$ cat src/rtl/led_packet_parser.sv
// Framed byte-stream parser: SYNC, address, LED count, GRB triplets, XOR checksum.
// Each completed triplet becomes one LED memory write; bad packets and aborts are counted.
module led_packet_parser #(
  parameter logic [7:0]  SYNC_BYTE      = 8'hA5,
  parameter int unsigned ADDR_WIDTH     = 9,
  parameter int unsigned TIMEOUT_CYCLES = 120000
) (
  input  logic                  clock_12mhz,
  input  logic                  reset,
  input  logic [7:0]            rx_data,
  input  logic                  rx_data_ready,
  input  logic                  slave_select,
  output logic                  perform_write,
  output logic [ADDR_WIDTH-1:0] write_address,
  output logic [23:0]           write_data,
  output logic                  frame_done,
  output logic                  busy,
  output logic [7:0]            error_count
);

  localparam int unsigned TIMER_WIDTH = $clog2(TIMEOUT_CYCLES + 1);

  localparam logic [2:0] ST_IDLE    = 3'd0;
  localparam logic [2:0] ST_ADDR_HI = 3'd1;
  localparam logic [2:0] ST_ADDR_LO = 3'd2;
  localparam logic [2:0] ST_COUNT   = 3'd3;
  localparam logic [2:0] ST_DATA    = 3'd4;
  localparam logic [2:0] ST_CHECK   = 3'd5;

  logic [2:0]             state;
  logic [2:0]             next_state;
  logic                   addr_hi_bit;
  logic [ADDR_WIDTH-1:0]  cur_addr;
  logic [8:0]             remaining;
  logic [1:0]             byte_idx;
  logic [7:0]             green;
  logic [7:0]             red;
  logic [7:0]             running_xor;
  logic [TIMER_WIDTH-1:0] timer;

  logic abort;
  logic accept;
  logic chk_match;
  logic bad_packet;

  // Abort outranks a byte arriving in the same cycle, so a coinciding B byte never writes.
  assign abort      = (state != ST_IDLE) &&
                      (!slave_select || (timer == TIMER_WIDTH'(TIMEOUT_CYCLES)));
  assign accept     = rx_data_ready && !abort;
  assign chk_match  = (rx_data == running_xor);
  assign bad_packet = abort || (accept && (state == ST_CHECK) && !chk_match);
  assign busy       = (state != ST_IDLE);

  always_comb begin
    next_state = state;
    if (abort) begin
      next_state = ST_IDLE;
    end else if (accept) begin
      case (state)
        ST_IDLE: begin
          if (slave_select && (rx_data == SYNC_BYTE)) begin
            next_state = ST_ADDR_HI;
          end
        end
        ST_ADDR_HI: next_state = ST_ADDR_LO;
        ST_ADDR_LO: next_state = ST_COUNT;
        ST_COUNT:   next_state = ST_DATA;
        ST_DATA: begin
          if ((byte_idx == 2'd2) && (remaining == 9'd1)) begin
            next_state = ST_CHECK;
          end
        end
        ST_CHECK:   next_state = ST_IDLE;
        default:    next_state = ST_IDLE;
      endcase
    end
  end

  always_ff @(posedge clock_12mhz) begin
    if (reset) begin
      state <= ST_IDLE;
    end else begin
      state <= next_state;
    end
  end

  always_ff @(posedge clock_12mhz) begin
    if (reset || (state == ST_IDLE) || accept || abort) begin
      timer <= '0;
    end else begin
      timer <= timer + TIMER_WIDTH'(1);
    end
  end

  always_ff @(posedge clock_12mhz) begin
    if (reset) begin
      perform_write <= 1'b0;
      write_address <= '0;
      write_data    <= '0;
      frame_done    <= 1'b0;
      addr_hi_bit   <= 1'b0;
      cur_addr      <= '0;
      remaining     <= '0;
      byte_idx      <= '0;
      green         <= '0;
      red           <= '0;
      running_xor   <= '0;
    end else begin
      perform_write <= 1'b0;
      frame_done    <= 1'b0;
      if (accept) begin
        case (state)
          ST_ADDR_HI: begin
            addr_hi_bit <= rx_data[0];
            running_xor <= rx_data;
          end
          ST_ADDR_LO: begin
            cur_addr    <= ADDR_WIDTH'({addr_hi_bit, rx_data});
            running_xor <= running_xor ^ rx_data;
          end
          ST_COUNT: begin
            remaining   <= (rx_data == 8'd0) ? 9'd256 : {1'b0, rx_data};
            byte_idx    <= '0;
            running_xor <= running_xor ^ rx_data;
          end
          ST_DATA: begin
            running_xor <= running_xor ^ rx_data;
            case (byte_idx)
              2'd0: begin
                green    <= rx_data;
                byte_idx <= 2'd1;
              end
              2'd1: begin
                red      <= rx_data;
                byte_idx <= 2'd2;
              end
              default: begin
                perform_write <= 1'b1;
                write_address <= cur_addr;
                write_data    <= {green, red, rx_data};
                cur_addr      <= cur_addr + ADDR_WIDTH'(1);
                remaining     <= remaining - 9'd1;
                byte_idx      <= 2'd0;
              end
            endcase
          end
          ST_CHECK: frame_done <= chk_match;
          default: ;
        endcase
      end
    end
  end

  always_ff @(posedge clock_12mhz) begin
    if (reset) begin
      error_count <= '0;
    end else if (bad_packet && (error_count != 8'hFF)) begin
      error_count <= error_count + 8'd1;
    end
  end

endmodule
$ cat config.mk
export PLATFORM = sky130hd
export DESIGN_NAME = led_packet_parser
export DESIGN_NICKNAME = d
export VERILOG_FILES = /design/src/rtl/led_packet_parser.sv
export SDC_FILE = /design/constraint.sdc
export NUM_CORES = 1
export LEC_CHECK = 0
export ABC_AREA = 1
export BUFFER_PORTS_ARGS = -buffer_cell sky130_fd_sc_hd__buf_2
export CORE_ASPECT_RATIO = 0.75
export CORE_UTILIZATION = 65
export CTS_BUF_LIST = sky130_fd_sc_hd__clkbuf_4 sky130_fd_sc_hd__clkbuf_8
export DETAILED_ROUTE_END_ITERATION = 10
export HOLD_SLACK_MARGIN = 0.05
export PLACE_DENSITY = 0.87
export REMOVE_ABC_BUFFERS = 1
export SLEW_MARGIN = 20
export SYNTH_ARGS = -nofsm -noshare
export SYNTH_HDL_FRONTEND = slang
export SYNTH_SLANG_ARGS = --single-unit
$ cat constraint.sdc
create_clock -name clock_12mhz -period 3.9 [get_ports clock_12mhz]
set_clock_uncertainty 0.1 [all_clocks]
set_input_delay 0.585 -clock clock_12mhz [delete_from_list [all_inputs] [get_ports clock_12mhz]]
set_output_delay 0.585 -clock clock_12mhz [all_outputs]
set_load 0.01 [all_outputs]
======== Word-level counts from Yosys, hierarchy flattened ========
Cells that the tools add are included.
storage, ports and cells
  memories kept ........................... 0
  memory bits (writable) .................. 0
  word-level logic and storage cells ...... 86
  input port bits ......................... 12
  bits in latches ......................... 0
  output and inout port bits .............. 44
  flip-flop bits (word level) ............. 108
  memory bits (read-only) ................. 0
operators by class
  bitwise logic cells ..................... 5
  add/sub/neg operators ................... 4
  $lt $le $gt $ge ......................... 0
  reduce and logical (&&, ||, !) cells .... 36
  equality and inequality tests ........... 15
  shifts and indexed selects .............. 0
  divide/modulo/power cells ............... 0
  multiply operators ...................... 0
  multiplexer cells ....................... 12
operators by type and width
  cell                                               number
  case mux 9 bit (2 select lines)                    2
  2-to-1 mux 9 bit                                   3
  AND reduction 3 bit                                6
  adder 17 x 1 -> 17 bit (second input constant)     1
  == test 17 bit (second input constant)             1
  case mux 8 bit (2 select lines)                    1
  case mux 3 bit (5 select lines)                    1
  adder 9 x 1 -> 9 bit (second input constant)       1
  == test 9 x 1 -> 1 bit (second input constant)     1
  OR reduction 3 bit                                 3
  subtractor 9 x 1 -> 9 bit (second input constant)  1
  adder 8 x 1 -> 8 bit (second input constant)       1
  == test 8 bit                                      1
  == test 8 bit (second input constant)              1
  zero test 8 bit                                    1
  != test 8 bit (second input constant)              1
  case mux 2 bit (2 select lines)                    2
  XOR 8 bit                                          1
  logical AND 1 bit                                  7
  == test 3 x 2 -> 1 bit (second input constant)     2
  == test 3 bit (second input constant)              2
  2-to-1 mux 3 bit                                   2
  != test 2 bit (second input constant)              3
  AND reduction 2 bit                                3
  12 further kinds                                   24

======== Depth between registers and ports, before layout ========
  depth in word-level cells ............... 9
  mapped depth ............................ 15
  depth with buffers taken out ............ 14

======== Worst setup path before layout ========
OpenSTA, ideal clock, no wires.
  kind .................................... reg-to-reg
  start point ............................. register timer[0]
  end point ............................... register remaining[5]
  buffers on the path ..................... 2
  clock period less this slack ............ 1.789 ns
  arrival time ............................ 1.574 ns
  required time ........................... 3.685 ns
  stages on the path, launching flop included .. 14
  setup time .............................. 0.115 ns
  path slack .............................. 2.111 ns
  cells stage by stage .................... dfxtp_1 inv_1 ha_1 nand2_1 inv_1 nand2_1 nor2_1 nand2_1 nand2_2 a21oi_4 buf_6 nand3_4 buf_6 o21a_1
on the way
  word-level cells in the longest chain between the ends .. 6
RTL lines
  what                           line  source
  from (decl)                    39    logic [TIMER_WIDTH-1:0] timer;
  from (signal assigned)         91    timer <= timer + TIMER_WIDTH'(1);
  == test 17 bit                 48    (!slave_select || (timer == TIMER_WIDTH'(TIMEOUT_CYCLES)));
  logical OR 1 bit               48
  logical AND 1 bit              47    assign abort = (state != ST_IDLE) &&
  zero test 1 bit                49    assign accept = rx_data_ready && !abort;
  logical AND 1 bit              49
  AND reduction 3 bit (no line)  n/a
  to (signal assigned)           122   remaining <= (rx_data == 8'd0) ? 9'd256 : {1'b0, rx_data};
  to (signal assigned)           142   remaining <= remaining - 9'd1;
  to (decl)                      34    logic [8:0] remaining;
Every way passes these cells.
A chain may end at the register's enable or synchronous reset.

======== Worst setup path in the final report ========
  start point ............................. register timer[0]
  end point ............................... register cur_addr[2]
on the way
  word-level cells in the longest chain between the ends .. 6
RTL lines
  what                           line  source
  == test 17 bit                 48
  logical OR 1 bit               48
  logical AND 1 bit              47
  zero test 1 bit                49
  logical AND 1 bit              49
  AND reduction 3 bit (no line)  n/a
  to (signal assigned)           118   cur_addr <= ADDR_WIDTH'({addr_hi_bit, rx_data});
  to (signal assigned)           141   cur_addr <= cur_addr + ADDR_WIDTH'(1);
  to (decl)                      33    logic [ADDR_WIDTH-1:0] cur_addr;
Every way passes these cells.

==> metrics.txt <==
CP max stage delay=0.54 ns; relative slew slack=33.5%; Ys Warns=0; DR iter-0 viols=about 250; slowest cell on the critical path=a21oi_4; WL final=10,800 um; Mapped Avg Cell Area=7.23 sq um; critical path's most frequent cell=nand2_1; Worst IR Drop VDD=around 0.00025 V; vias in the first global route=4,060; die width=104 um; final worst-path cycle share=63.9%; Async SR Flop Fraction=0%; Main synth FF type=dfxtp_1; global-route wire length before repair=between 15,000 and 20,000 um; full die area=between 8000 and 9000 sq um; Critical Path RT=between 4 and 5 ns; clock net sink count=108; CTS tree=yes; Place WS=1.40 ns; CTS-repair resized insts=0; static leakage=2.19 nW; initial core utilization=roughly two thirds; Final Max Slew Viols=0; Reg clk slew, reported paths=about 0.11 ns; layout cells sized above 1=13.3%; run status=complete, no violations; CP Max Fanout=20; CTS Root Cell=clkbuf_8; NumNets Final=759; post-route ant nets=0; Setup-failing EPs final=0; I/O pins=56; via count=about 4,600; hpwl dp=a little under 8000 um; TritonCTS Buffers=9; setup bufs post-CTS=0; Crit. End Element=flip-flop; Tmin final=2.49 ns; final hold slack=0.347 ns; EDFF count, synth=0; library cells used by synthesis=37; gr ovfl total=0; DRT Pass-1 Iters=5; RSZ-0062 raised after global routing=no; RD Place Congestion=0.835; num rows=27; final hold vios=0; H-tree lvl count=3; FMAX=401 MHz; Hold Path Class=reg2reg; CORE AREA=7470 sq um; largest net degree at the start of global routing=67; Avg WL per Cell=12.8 um; max-cap check violation count=0; Synth-to-Final Area Change=8.41%; critical path class=reg2reg; GRT Overall Usage=between 20% and 30%; #FFs+latches synth=108; Seq/Total Area, Yosys=42.5%; Total Neg Setup Slack=0 ns; cells along the critical path=inv_1, ha_1, nand2_1, inv_1, nand2_1, nor2_1, nand2_1, nand2_2, a21oi_4, nand2_2, inv_2, o21ai_0, a21oi_1; initial antenna violation count=0; worst slew pin tran=~1 ns; Inserted Diodes=0; PortBufs=55; DRC viols=0; cell count after synthesis=704; Design Area, Final=~5500 sq um; Clock Latency Late Sink=0.37 ns; maximum clock insertion buffer count=2; Pwr Density=335 nW/um^2; Setup WS post-layout=1.41 ns; Worst setup SP type=flip-flop; Vias per Instance=5.48; count of hold buffers inserted by post-cts repair=0; Cell Area, Placed=5320 sq um; area of the mapped netlist=just over 5000 sq um; PnR Total Power=approximately 0.0018 W; Worst Path Arrival=2.70 ns; Die Y-Extent=78.6 um
-- per-layer routing --
metal  vias up  GRT usage, %  part of all wire [%]  wire length, um
met4         0          12.4                   2.4              263
met5         -             0                     0                0
li1       2356             -                     -                -
met3        25          7.23                   7.1              766
met1      2094          35.4                    45             4890
met2       167          43.9                    45             4910
-- per-stage QoR --
step           util, %  cells
2_1_floorplan        -    673
3_3_place_gp      71.2    831
3_5_place_dp      71.2    831
4_1_cts           73.9    847
5_1_grt           73.9    847
6_report          73.9    847
-- cells in the mapped netlist (8+ instances only) --
library cell	n	area, sq um
a21oi_1	96	480
clkbuf_1	11	41.3
dfxtp_1	108	2160
inv_1	100	375
nand2_1	122	458
nand3_1	31	155
nor2_1	52	195
nor3_1	14	70.1
o21ai_0	63	315
o21ai_1	10	50.1
o22ai_1	8	50.1
xor2_1	14	123
-- worst max-delay path: cells and delay by family (launching register included) --
| family | cells | cell delay, ns |
|---|---|---|
| simple gates | 6 | 0.56 |
| flops | 1 | 0.40 |
| compound gates | 3 | 0.85 |
| fa+ha+maj | 1 | 0.19 |
| buf+inv | 3 | 0.32 |
-- layout by cell type, fill, tap and decap left out, types with 5 or more instances in the layout --
cell	n
o22ai_1	8
nor3_1	14
nand3_1	31
dfxtp_1	108
o21ai_1	10
nor3b_1	6
o21ai_0	63
nor2_1	52
buf_2	55
clkbuf_8	10
nand2_2	5
inv_1	100
nand4_1	5
nand2_1	122
a21oi_1	96
ha_1	6
xor2_1	14
-- final timing paths --
check	start	endpoint	slack [ns]	cells after the start
worst min-delay path	write_address[5]$_SDFFE_PP0P_	write_address[5]$_SDFFE_PP0P_	0.35	2
worst max register to register	timer[0]$_SDFF_PP0_	cur_addr[2]$_SDFFE_PP0P_	1.41	13
worst min register to register	write_address[5]$_SDFFE_PP0P_	write_address[5]$_SDFFE_PP0P_	0.35	2
worst max-delay path	timer[0]$_SDFF_PP0_	cur_addr[2]$_SDFFE_PP0P_	1.41	13
-- final cells by class --
type                    count  area (sq um)
multi-input cells         461          2350
fillers                   610          1950
flip-flops and latches    108          2160
clock inverters             6          62.6
clock buffers              10           138
well taps                 101           126
repair buffers             57           290
inverters                 104           390
-- registers in the layout, summed over array words and instances (netlist names), 9 cells and up --
register       count
remaining          9
timer             17
write_address      9
cur_addr           9
write_data        24
-- logic make-up after synthesis --
logic type	synth area share, %
flops	42.5
buf+inv	11.4
simple gates	22.6
fa+ha+maj	1.48
xor+xnor	2.58
compound gates	19.4
-- power breakdown --
group	internal, W	switching, W	total, W
Sequential	0.00110	0.000000177	0.00110
Clock	0.000268	0.000400	0.000668
Combinational	0.0000222	0.0000569	0.0000791
Power figures use the tool's default switching activity.
